<file path="src/rtl/muldiv_pkg.sv">
// Shared constants, op encodings and FSM state type for the RV32M multiply/divide unit.
package muldiv_pkg;

    localparam int MD_XLEN  = 32;
    localparam int MD_CNT_W = 6;

    // funct3 encodings of the M extension
    localparam logic [2:0] MD_MUL    = 3'b000;
    localparam logic [2:0] MD_MULH   = 3'b001;
    localparam logic [2:0] MD_MULHSU = 3'b010;
    localparam logic [2:0] MD_MULHU  = 3'b011;
    localparam logic [2:0] MD_DIV    = 3'b100;
    localparam logic [2:0] MD_DIVU   = 3'b101;
    localparam logic [2:0] MD_REM    = 3'b110;
    localparam logic [2:0] MD_REMU   = 3'b111;

    localparam logic [MD_XLEN-1:0] DIV0_QUOT  = '1;
    localparam logic [MD_XLEN-1:0] SIGNED_MIN = {1'b1, {(MD_XLEN-1){1'b0}}};

    typedef enum logic [2:0] {
        ST_IDLE,
        ST_PREP,
        ST_CALC,
        ST_FIX,
        ST_DONE
    } state_t;

    // rs1 is interpreted as signed for these ops
    function automatic logic op_signed1(input logic [2:0] f);
        return (f == MD_MULH) || (f == MD_MULHSU) || (f == MD_DIV) || (f == MD_REM);
    endfunction

    // rs2 is interpreted as signed for these ops
    function automatic logic op_signed2(input logic [2:0] f);
        return (f == MD_MULH) || (f == MD_DIV) || (f == MD_REM);
    endfunction

endpackage

</file>
<file path="src/rtl/muldiv_core.sv">
// Iterative unsigned datapath: radix-2 shift-add multiply or restoring divide, one bit per step.
module muldiv_core
    import muldiv_pkg::*;
#(
    parameter int XLEN  = MD_XLEN,
    parameter int CNT_W = MD_CNT_W
) (
    input  logic                clk,
    input  logic                rst_n,
    input  logic                load,
    input  logic                step,
    input  logic                is_div,
    input  logic [XLEN-1:0]     src1,
    input  logic [XLEN-1:0]     src2,
    output logic [2*XLEN-1:0]   prod,
    output logic [XLEN-1:0]     quot,
    output logic [XLEN-1:0]     rem,
    output logic                last
);

    // q holds the multiplier (consumed MSB first) or the dividend/quotient
    logic [XLEN-1:0]   opnd;
    logic [XLEN-1:0]   q;
    logic [XLEN-1:0]   rem_q;
    logic [2*XLEN-1:0] acc;
    logic [CNT_W-1:0]  cnt;

    logic [XLEN:0]     shifted;
    logic [XLEN-1:0]   diff;
    logic              fits;
    logic [2*XLEN-1:0] addend;
    logic [2*XLEN-1:0] acc_nxt;

    // Next-step values for both the shift-add and the restoring-subtract paths
    always_comb begin
        shifted = {rem_q, q[XLEN-1]};
        fits    = (shifted >= {1'b0, opnd});
        diff    = shifted[XLEN-1:0] - opnd;
        addend  = q[XLEN-1] ? {{XLEN{1'b0}}, opnd} : '0;
        acc_nxt = {acc[2*XLEN-2:0], 1'b0} + addend;
    end

    // Iteration registers: cleared on load, advanced one bit per step
    always_ff @(posedge clk or negedge rst_n) begin
        if (!rst_n) begin
            opnd  <= '0;
            q     <= '0;
            rem_q <= '0;
            acc   <= '0;
            cnt   <= '0;
        end else if (load) begin
            opnd  <= src2;
            q     <= src1;
            rem_q <= '0;
            acc   <= '0;
            cnt   <= CNT_W'(XLEN);
        end else if (step) begin
            cnt <= cnt - 1'b1;
            if (is_div) begin
                rem_q <= fits ? diff : shifted[XLEN-1:0];
                q     <= {q[XLEN-2:0], fits};
            end else begin
                acc <= acc_nxt;
                q   <= {q[XLEN-2:0], 1'b0};
            end
        end
    end

    assign prod = acc;
    assign quot = q;
    assign rem  = rem_q;
    assign last = step && (cnt == CNT_W'(1));

endmodule

</file>
<file path="src/rtl/muldiv_unit.sv">
// RV32M multiply/divide unit: FSM, operand sign handling, special cases and result selection.
module muldiv_unit
    import muldiv_pkg::*;
#(
    parameter int XLEN  = MD_XLEN,
    parameter int CNT_W = MD_CNT_W
) (
    input  logic             clk,
    input  logic             rst_n,
    input  logic             start,
    input  logic             flush,
    input  logic [2:0]       op,
    input  logic [XLEN-1:0]  data1,
    input  logic [XLEN-1:0]  data2,
    output logic             busy,
    output logic             done,
    output logic [XLEN-1:0]  result,
    output logic             Z
);

    state_t            state;
    logic [2:0]        op_q;
    logic [XLEN-1:0]   d1_q;
    logic [XLEN-1:0]   d2_q;
    logic              neg_q;
    logic              rneg_q;

    logic              s1;
    logic              s2;
    logic [XLEN-1:0]   abs1;
    logic [XLEN-1:0]   abs2;
    logic              div_zero;
    logic              div_ovf;
    logic [XLEN-1:0]   early_res;

    logic              core_load;
    logic              core_step;
    logic              calc_last;
    logic [2*XLEN-1:0] prod;
    logic [XLEN-1:0]   quot;
    logic [XLEN-1:0]   rem;

    logic [2*XLEN-1:0] prod_fix;
    logic [XLEN-1:0]   quot_fix;
    logic [XLEN-1:0]   rem_fix;
    logic [XLEN-1:0]   fix_res;

    // Operand magnitudes, recorded signs and the divide special cases
    always_comb begin
        s1        = op_signed1(op_q) & d1_q[XLEN-1];
        s2        = op_signed2(op_q) & d2_q[XLEN-1];
        abs1      = s1 ? -d1_q : d1_q;
        abs2      = s2 ? -d2_q : d2_q;
        div_zero  = op_q[2] && (d2_q == '0);
        div_ovf   = op_q[2] && !op_q[0] && (d1_q == SIGNED_MIN) && (d2_q == '1);
        early_res = '0;
        if (div_zero)
            early_res = op_q[1] ? d1_q : DIV0_QUOT;
        else
            early_res = op_q[1] ? '0 : SIGNED_MIN;
    end

    // Sign correction of the unsigned datapath results and funct3 result select
    always_comb begin
        prod_fix = neg_q  ? -prod : prod;
        quot_fix = neg_q  ? -quot : quot;
        rem_fix  = rneg_q ? -rem  : rem;
        fix_res  = '0;
        case (op_q)
            MD_MUL:                       fix_res = prod_fix[XLEN-1:0];
            MD_MULH, MD_MULHSU, MD_MULHU: fix_res = prod_fix[2*XLEN-1:XLEN];
            MD_DIV, MD_DIVU:              fix_res = quot_fix;
            default:                      fix_res = rem_fix;
        endcase
    end

    assign core_load = (state == ST_PREP);
    assign core_step = (state == ST_CALC);

    muldiv_core #(
        .XLEN  (XLEN),
        .CNT_W (CNT_W)
    ) u_core (
        .clk    (clk),
        .rst_n  (rst_n),
        .load   (core_load),
        .step   (core_step),
        .is_div (op_q[2]),
        .src1   (abs1),
        .src2   (abs2),
        .prod   (prod),
        .quot   (quot),
        .rem    (rem),
        .last   (calc_last)
    );

    // Control FSM with registered busy/done/result/Z
    always_ff @(posedge clk or negedge rst_n) begin
        if (!rst_n) begin
            state  <= ST_IDLE;
            op_q   <= '0;
            d1_q   <= '0;
            d2_q   <= '0;
            neg_q  <= 1'b0;
            rneg_q <= 1'b0;
            busy   <= 1'b0;
            done   <= 1'b0;
            result <= '0;
            Z      <= 1'b1;
        end else begin
            done <= 1'b0;
            case (state)
                ST_IDLE: begin
                    if (start && !flush) begin
                        op_q  <= op;
                        d1_q  <= data1;
                        d2_q  <= data2;
                        busy  <= 1'b1;
                        state <= ST_PREP;
                    end
                end
                ST_PREP: begin
                    if (flush) begin
                        busy  <= 1'b0;
                        state <= ST_IDLE;
                    end else if (div_zero || div_ovf) begin
                        result <= early_res;
                        Z      <= (early_res == '0);
                        done   <= 1'b1;
                        busy   <= 1'b0;
                        state  <= ST_DONE;
                    end else begin
                        neg_q  <= s1 ^ s2;
                        rneg_q <= s1;
                        state  <= ST_CALC;
                    end
                end
                ST_CALC: begin
                    if (flush) begin
                        busy  <= 1'b0;
                        state <= ST_IDLE;
                    end else if (calc_last) begin
                        state <= ST_FIX;
                    end
                end
                ST_FIX: begin
                    if (flush) begin
                        busy  <= 1'b0;
                        state <= ST_IDLE;
                    end else begin
                        result <= fix_res;
                        Z      <= (fix_res == '0);
                        done   <= 1'b1;
                        busy   <= 1'b0;
                        state  <= ST_DONE;
                    end
                end
                ST_DONE: begin
                    state <= ST_IDLE;
                end
                default: begin
                    busy  <= 1'b0;
                    state <= ST_IDLE;
                end
            endcase
        end
    end

endmodule

</file>
<file path="config.mk">
export PLATFORM = sky130hd
export DESIGN_NAME = muldiv_unit
export DESIGN_NICKNAME = d
export VERILOG_FILES = /design/src/rtl/muldiv_pkg.sv /design/src/rtl/muldiv_core.sv /design/src/rtl/muldiv_unit.sv
export SDC_FILE = /design/constraint.sdc
export NUM_CORES = 1
export LEC_CHECK = 0
export CORE_MARGIN = 2
export CORE_UTILIZATION = 59
export DETAILED_ROUTE_END_ITERATION = 12
export DONT_BUFFER_PORTS = 1
export PLACE_DENSITY = 0.87
export SLEW_MARGIN = 25
export SYNTH_ARGS = -nofsm -noshare
export SYNTH_HDL_FRONTEND = slang
export SYNTH_SLANG_ARGS = --single-unit
</file>
<file path="constraint.sdc">
create_clock -name clk -period 4.4 [get_ports clk]
set_input_delay 0.88 -clock clk [delete_from_list [all_inputs] [get_ports clk]]
set_output_delay 0.88 -clock clk [all_outputs]
set_load 0.02 [all_outputs]
</file>
## After elaboration in Yosys (flattened, before gate mapping)

Cells that the tools add are included.
Widths: inputs -> output; s select.

- Flip-flop bits (word level): 273
- Bits in latches: 0
- RAM bits: 0
- Bits in read-only memories: 0
- Output and inout bits: 35
- Logic and storage cells: 128
- Memories kept: 0

- $add $sub $neg: 8
- Multiply operators: 0
- Divide/modulo/power cells: 0
- Order comparisons: 1
- Equality and inequality tests: 21
- Shift-type cells: 0
- Mux-type cells: 46
- Bitwise operators: 6
- Reductions and logical operators: 31

Operator list:

| kind | count |
|---|---|
| $mux 32 | 17 |
| $mux 64 | 4 |
| $neg 32->32 | 4 |
| $logic_not 32->1 | 3 |
| $pmux 32 s3 | 1 |
| $add 64x64->64 | 1 |
| $eq 32x32->1 const B | 2 |
| $neg 64->64 | 1 |
| $pmux 32 s2 | 1 |
| $ge 33x32->1 | 1 |
| $sub 32x32->32 | 1 |
| $mux 3 | 6 |
| $eq 3x2->1 const B | 4 |
| $eq 3x3->1 const B | 4 |
| $mux 6 | 2 |
| $pmux 3 s4 | 1 |
| $mux 1 | 11 |
| $ne 2x2->1 const B | 4 |
| $reduce_and 2->1 | 4 |
| $reduce_and 4->1 | 2 |
| $eq 3x1->1 const B | 2 |
| $eq 6x1->1 const B | 1 |
| $logic_and 1x1->1 | 6 |
| $logic_not 3->1 | 2 |
| 15 further kinds | 28 |

## Longest topological paths before layout

- Word-level depth: 8
- Gate-level depth with buffers: 16

## Cells and area by module

From an unflattened synthesis, not the netlist that was laid out.

- Cells, all modules: 2,599
- Area total of the unflattened synthesis: 21,501.9 um^2

Modules (own cells, without submodules):

| module | times used | cells an instance | area an instance (um^2) | sequential area each (um^2) |
|---|---|---|---|---|
| muldiv_core | 1 | 1,302 | 11,105.7 | 4,154.0 |
| muldiv_unit | 1 | 1,297 | 10,396.2 | 2,678.8 |

## Worst setup path before layout

OpenSTA, ideal clock, no wires.

- Path type: register -> register
- From: register u_core.q[31] (netlist: u_core.quot[31])
- To: register u_core.acc[51] (netlist: u_core.prod[51])
- Setup time: 83 ps
- Data arrival time: 4,101 ps
- Setup slack: 216 ps
- Stages on the path, launching flop included: 17
- Period minus slack after synthesis: 4,184 ps
- Cells stage by stage: dfrtp_1 > inv_1 > buf_1 > nor2_1 > ha_1 > fa_1 > a21oi_1 > o21ai_0 > a221oi_1 > o21ai_0 > a41o_1 > a2111oi_0 > o31a_1 > buf_1 > nor4b_1 > xnor2_1 > o21ai_0

- Word-level cells in the longest chain between the ends: 5

RTL lines:

| element | line | source |
|---|---|---|
| start: declaration | muldiv_core.sv:23 | `logic [XLEN-1:0] q;` |
| start signal: assignment | muldiv_core.sv:53 | `q <= src1;` |
| start signal: assignment | muldiv_core.sv:61 | `q <= {q[XLEN-2:0], fits};` |
| start signal: assignment | muldiv_core.sv:64 | `q <= {q[XLEN-2:0], 1'b0};` |
| $mux 32 | muldiv_core.sv:39 | `addend = q[XLEN-1] ? {{XLEN{1'b0}}, opnd} : '0;` |
| $add 64x64->64 | muldiv_core.sv:40 | `acc_nxt = {acc[2*XLEN-2:0], 1'b0} + addend;` |
| $mux 64 | muldiv_core.sv:59 | `if (is_div) begin` |
| $mux 64 | muldiv_core.sv:57 | `end else if (step) begin` |
| $mux 64 | muldiv_core.sv:51 | `end else if (load) begin` |
| end signal: assignment | muldiv_core.sv:63 | `acc <= acc_nxt;` |
| end: declaration | muldiv_core.sv:25 | `logic [2*XLEN-1:0] acc;` |

No other way between the ends. The select of a mux whose other input is x is not followed.
A chain may end at the register's enable or synchronous reset.

## Worst setup path after layout

- From: register u_core.q[31] (netlist: u_core.quot[31])
- To: register u_core.acc[45] (netlist: u_core.prod[45])

The elaborated chain is that of the path after synthesis.

==> results <==
- The placeable core area is 34500 sq um.
- The count of nets left with antenna violations once routing finished came out at 0.
- The critical path is of the reg -> reg type.
- The cell count after synthesis came out at 2518.
- The largest fanout on the critical path is 31.
- Setup repair after global routing left no endpoint under its margin.
- The share of total power consumed by net switching is 48.0%.
- Summed over all layers, the global routing overflow is 0.
- The library cell used most frequently in the layout, excluding fill and tap cells, is dfrtp_1.
- The largest family of logic cells by synthesized area is simple AND/OR/NAND/NOR gates.
- The fill cell total of the finished layout is 2825.
- The number of antenna violations at the first check in global routing is 0.
- For this run, design rule violations remaining after detail routing come to 0.
- After synthesis, the largest area contributor takes up 32.8% of total cell area.
- The root buffer cell is clkbuf_16.
- The first routing iteration left 2686 violations.
- Buffers placed on the I/O ports in this run total 0.
- In the synthesized netlist the async set-or-reset flop fraction comes to 100%.
- Post-CTS timing repair inserted 0 buffers for setup.
- The net count after synthesis is 2663.
- Once layout is complete, the utilization of the core stands at 64.7%.
- The cell with the biggest individual delay on the critical path is dfrtp_1.
- During synthesis, Yosys emitted a total of 0 warnings.
- The starting density of the core is 60.1%.
- The xor-xnor portion of the synthesized cell area is 10.5%.
- The worst slew margin relative to its limit is 37.8%.
- Of the total power, registers draw 27.0%.
- For this block, the routed nets add up to 67400 um of wire.
- After routing the design area is 22400 sq um.
- The delay of the slowest critical-path stage is 0.42 ns.
- The first global-routing pass estimated 105000 um of wire.
- For this design the static power due to leakage is 0.00965 uW.
- The total iterations of the first detailed-routing run is 6.
- The final number of setup-violating endpoints is 0.
- The share of cells above drive strength 1 is 9.15%.
- TritonCTS built the clock tree.
- For this design the ratio of total power to cell area is 701 nW/um^2.
- Dividing the final minimum period by the clock period gives 92.7%.
- The number of pins with negative max-slew slack in the final report is 0.
- Data on the critical path is required at its endpoint by 4.85 ns.
- Ranked by total cell area, the synthesized netlist is headed by dfrtp_1 (33%), xnor2_1 (6.6%), o21ai_0 (5.3%), nand2_1 (4.4%), ha_1 (4.3%).
- Detailed placement finished with a half-perimeter wire length of 48200 um.
- The congestion estimate from routability-driven global placement came to 1.06.
- The via density per instance is 6.88.
- Walking the worst path, the cells encountered are inv_1 > buf_4 > nor2_1 > ha_1 > o21ai_0 > nor3_2 > a221oi_2 > o21ai_0 > a41o_1 > a2111oi_0 > buf_4 > o31a_1 > buf_4 > nor4b_1 > xnor2_1 > o21ai_0.
- The clock passes through at most 3 buffers.
- The routed design could run at a clock period as short as 4.08 ns.
- Summing the areas of all fa, ha and maj instances in the mapped netlist gives 4.54% of the synthesized area.
- The via count of the first global-routing pass is 18700.
- The share of total power dissipated in the clock network is 18.5%.
- The worst slack at placement is 0.328 ns.
- The classification of the worst-slack hold path is in -> async.
- The endpoint kind of the worst setup timing path is a flop.
- CTS built an H-tree with a depth of 1.
- The number of library cell types mapped by synthesis is 78.
- The synthesized netlist devotes 20.2% of its cell area to compound gates.
- The clock insertion delay at the later pin of the skew report is 0.61 ns.
- Max-cap violations in this run came to 0.
- The critical path contains buffers and inverters numbering 4 combined.
- The count of standard-cell rows is 68.
- The hold violation count in the final report is 0.
- The total via count after detailed routing is 20000.
- The total inserted antenna cells is 0.
- In this run, CTS created clock tree buffers numbering 31.
- IR analysis of the VDD net gives a maximum drop of 535 uV.
- The flow ran to the end, and the final reports show no timing, DRC or antenna violations.
- The internal power contribution is 8150 uW.
- The clock net in this run drives a total of 273 sinks.
- The global-route usage over all layers is 36.4%.
- Of the total synthesized cell area, the portion taken by AND, OR, NAND and NOR gates is 21.5%.
- The maximum number of pins on one net before global-route repair is 157.
- After detailed placement, the total cell area comes to 21100 sq um.
- The maximum clock rate is 245 MHz.
- The kind of cell adding the most delay to the critical path is compound AO/OA/AOI/OAI gates.
- The average instance in the mapped netlist occupies 8.24 sq um.
- The relative contribution of combinational cells to total power is 54.5%.
- The clock-pin slew of the registers on the worst-case setup and hold paths is 0.07 ns.
- The summed instance area of the synthesized netlist is 20700 sq um.
- For the pin with the worst max-slew slack, the measured transition is 0.924 ns.
- In the final timing run, aggregate negative setup slack is 0 ns.
- The number of flops mapped to enable cells by yosys is 0.
- The post-synthesis sequential area ratio is 32.9%.
- The most frequently used flop master after synthesis is dfrtp_1.
- For this design the total switching power over the nets is 7520 uW.
- Dividing the detail-routed wire length by the instance count gives 23.2 um.
- The post-route worst setup slack is 0.323 ns.
- The clock skew is 0.0192 ns.
- The portion of netlist area occupied by mux cells is 5.71%.
- The startpoint type of the worst setup path is a flop.
- The overall power is 15700 uW.
- dfrtp_1 takes more of the synthesized area than any other cell.
- Counting flops and latches in the post-synthesis netlist gives 273.
- The die is 192 um tall.
- 106 I/O pins were placed.
- STA puts the critical path data arrival time at 4.52 ns.
- The width of the die is 192 um.
- The net count of the finished layout is 2568.
- The floorplan step defined a die boundary enclosing 36700 sq um.
- In the layout the commonest cells are dfrtp_1 (270), nand2_1 (245), o21ai_0 (219), nor2_1 (195), xnor2_1 (157).
- The area growth from synthesis to layout is 7.74%.
## layout make-up
type / count / area [sq um] / area share (%)
Multi-Input combinational cell: 1996 / 13100 / 58.4
Sequential cell: 273 / 6840 / 30.6
Clock inverter: 20 / 297 / 1.33
Inverter: 69 / 259 / 1.16
Clock buffer: 38 / 852 / 3.81
Tap cell: 455 / 569 / 2.55
Timing Repair Buffer: 52 / 480 / 2.15
## layer usage
metal | track usage (%) | part of all wire, % | up-vias
met5 | 0 | 0 | -
met3 | 7.93 | 11 | 246
met1 | 49.3 | 39 | 9512
li1 | - | - | 8926
met4 | 13.9 | 4.7 | 0
met2 | 57.1 | 45 | 1276
## what timing repair did
item,4_1_cts,5_1_grt
endpoints found under the setup margin,0,17
resized for setup,0,6
hold buffers,4,0
hold endpoints to repair,145,0
## state kept, by name, summed over array words and instances, names as in the netlist
name,flops
u_core.prod,64
d1_q,32
d2_q,32
result,32
u_core.opnd,32
u_core.quot,32
u_core.rem,32
u_core.cnt,6
op_q,3
state,3
Z,1
busy,1
done,1
neg_q,1
rneg_q,1
## per-stage QoR
| stage | instances | hold WS (ns) |
|---|---|---|
| 2_1_floorplan | 2518 | 0.444 |
| 3_3_place_gp | 2841 | 0.463 |
| 3_5_place_dp | 2841 | 0.463 |
| 4_1_cts | 2903 | 0.0889 |
| 5_1_grt | 2903 | 0.0954 |
| 6_report | 2903 | 0.0942 |
## synth_stat cells (all sizes together), types with 20 or more instances
cell	count
dfrtp	272
nand2	245
o21ai	223
nor2	195
xnor2	157
clkbuf	152
nand3	141
a21oi	104
xor2	92
mux2	75
ha	72
inv	69
a31oi	59
nor3	59
a21o	50
o31ai	47
nand2b	42
nor4	39
o41ai	36
mux2i	34
or3	34
buf	28
nand4	27
or4	24
o22ai	21
nor2b	20
## power groups by stage
stage	Sequential, uW	Combinational [uW]	Clock (uW)
floorplan	3720	6160	0
global placement	4140	7890	0
detailed placement	4200	8060	0
CTS	4160	8210	2920
global route	4290	9140	3030
finish	4230	8540	2900
## worst reg2reg max path, cell delays in order (launching register included)
cell and delay [ns]:
dfrtp_1 0.42, inv_1 0.11, buf_4 0.29, nor2_1 0.10, ha_1 0.36, o21ai_0 0.12, nor3_2 0.31, a221oi_2 0.12
o21ai_0 0.30, a41o_1 0.34, a2111oi_0 0.15, buf_4 0.16, o31a_1 0.36, buf_4 0.19, nor4b_1 0.35, xnor2_1 0.16
o21ai_0 0.10
## logic make-up (layout without fill, tap and decap cells)
kind of cell / Yosys count / count (layout)
buf+inv: 249 / 179
simple gates: 904 / 904
compound gates: 660 / 660
xor+xnor: 249 / 249
flops: 273 / 273
mux: 109 / 109
fa+ha+maj: 74 / 74
## path summary, 6_finish.rpt
kind / depth (start not counted) / start / slack, ns / endpoint
worst min register to register: 2 / u_core.opnd[16] / 0.48 / u_core.opnd[16]
max in group asynchronous: 1 / rst_n / 3.58 / result[17]
min in group clk: 1 / flush / 0.33 / state[0]
worst max-delay path: 16 / u_core.quot[31] / 0.32 / u_core.prod[45]
worst min-delay path: 1 / rst_n / 0.09 / state[1]
worst max register to register: 16 / u_core.quot[31] / 0.32 / u_core.prod[45]
(Power assumes the default switching activity.)
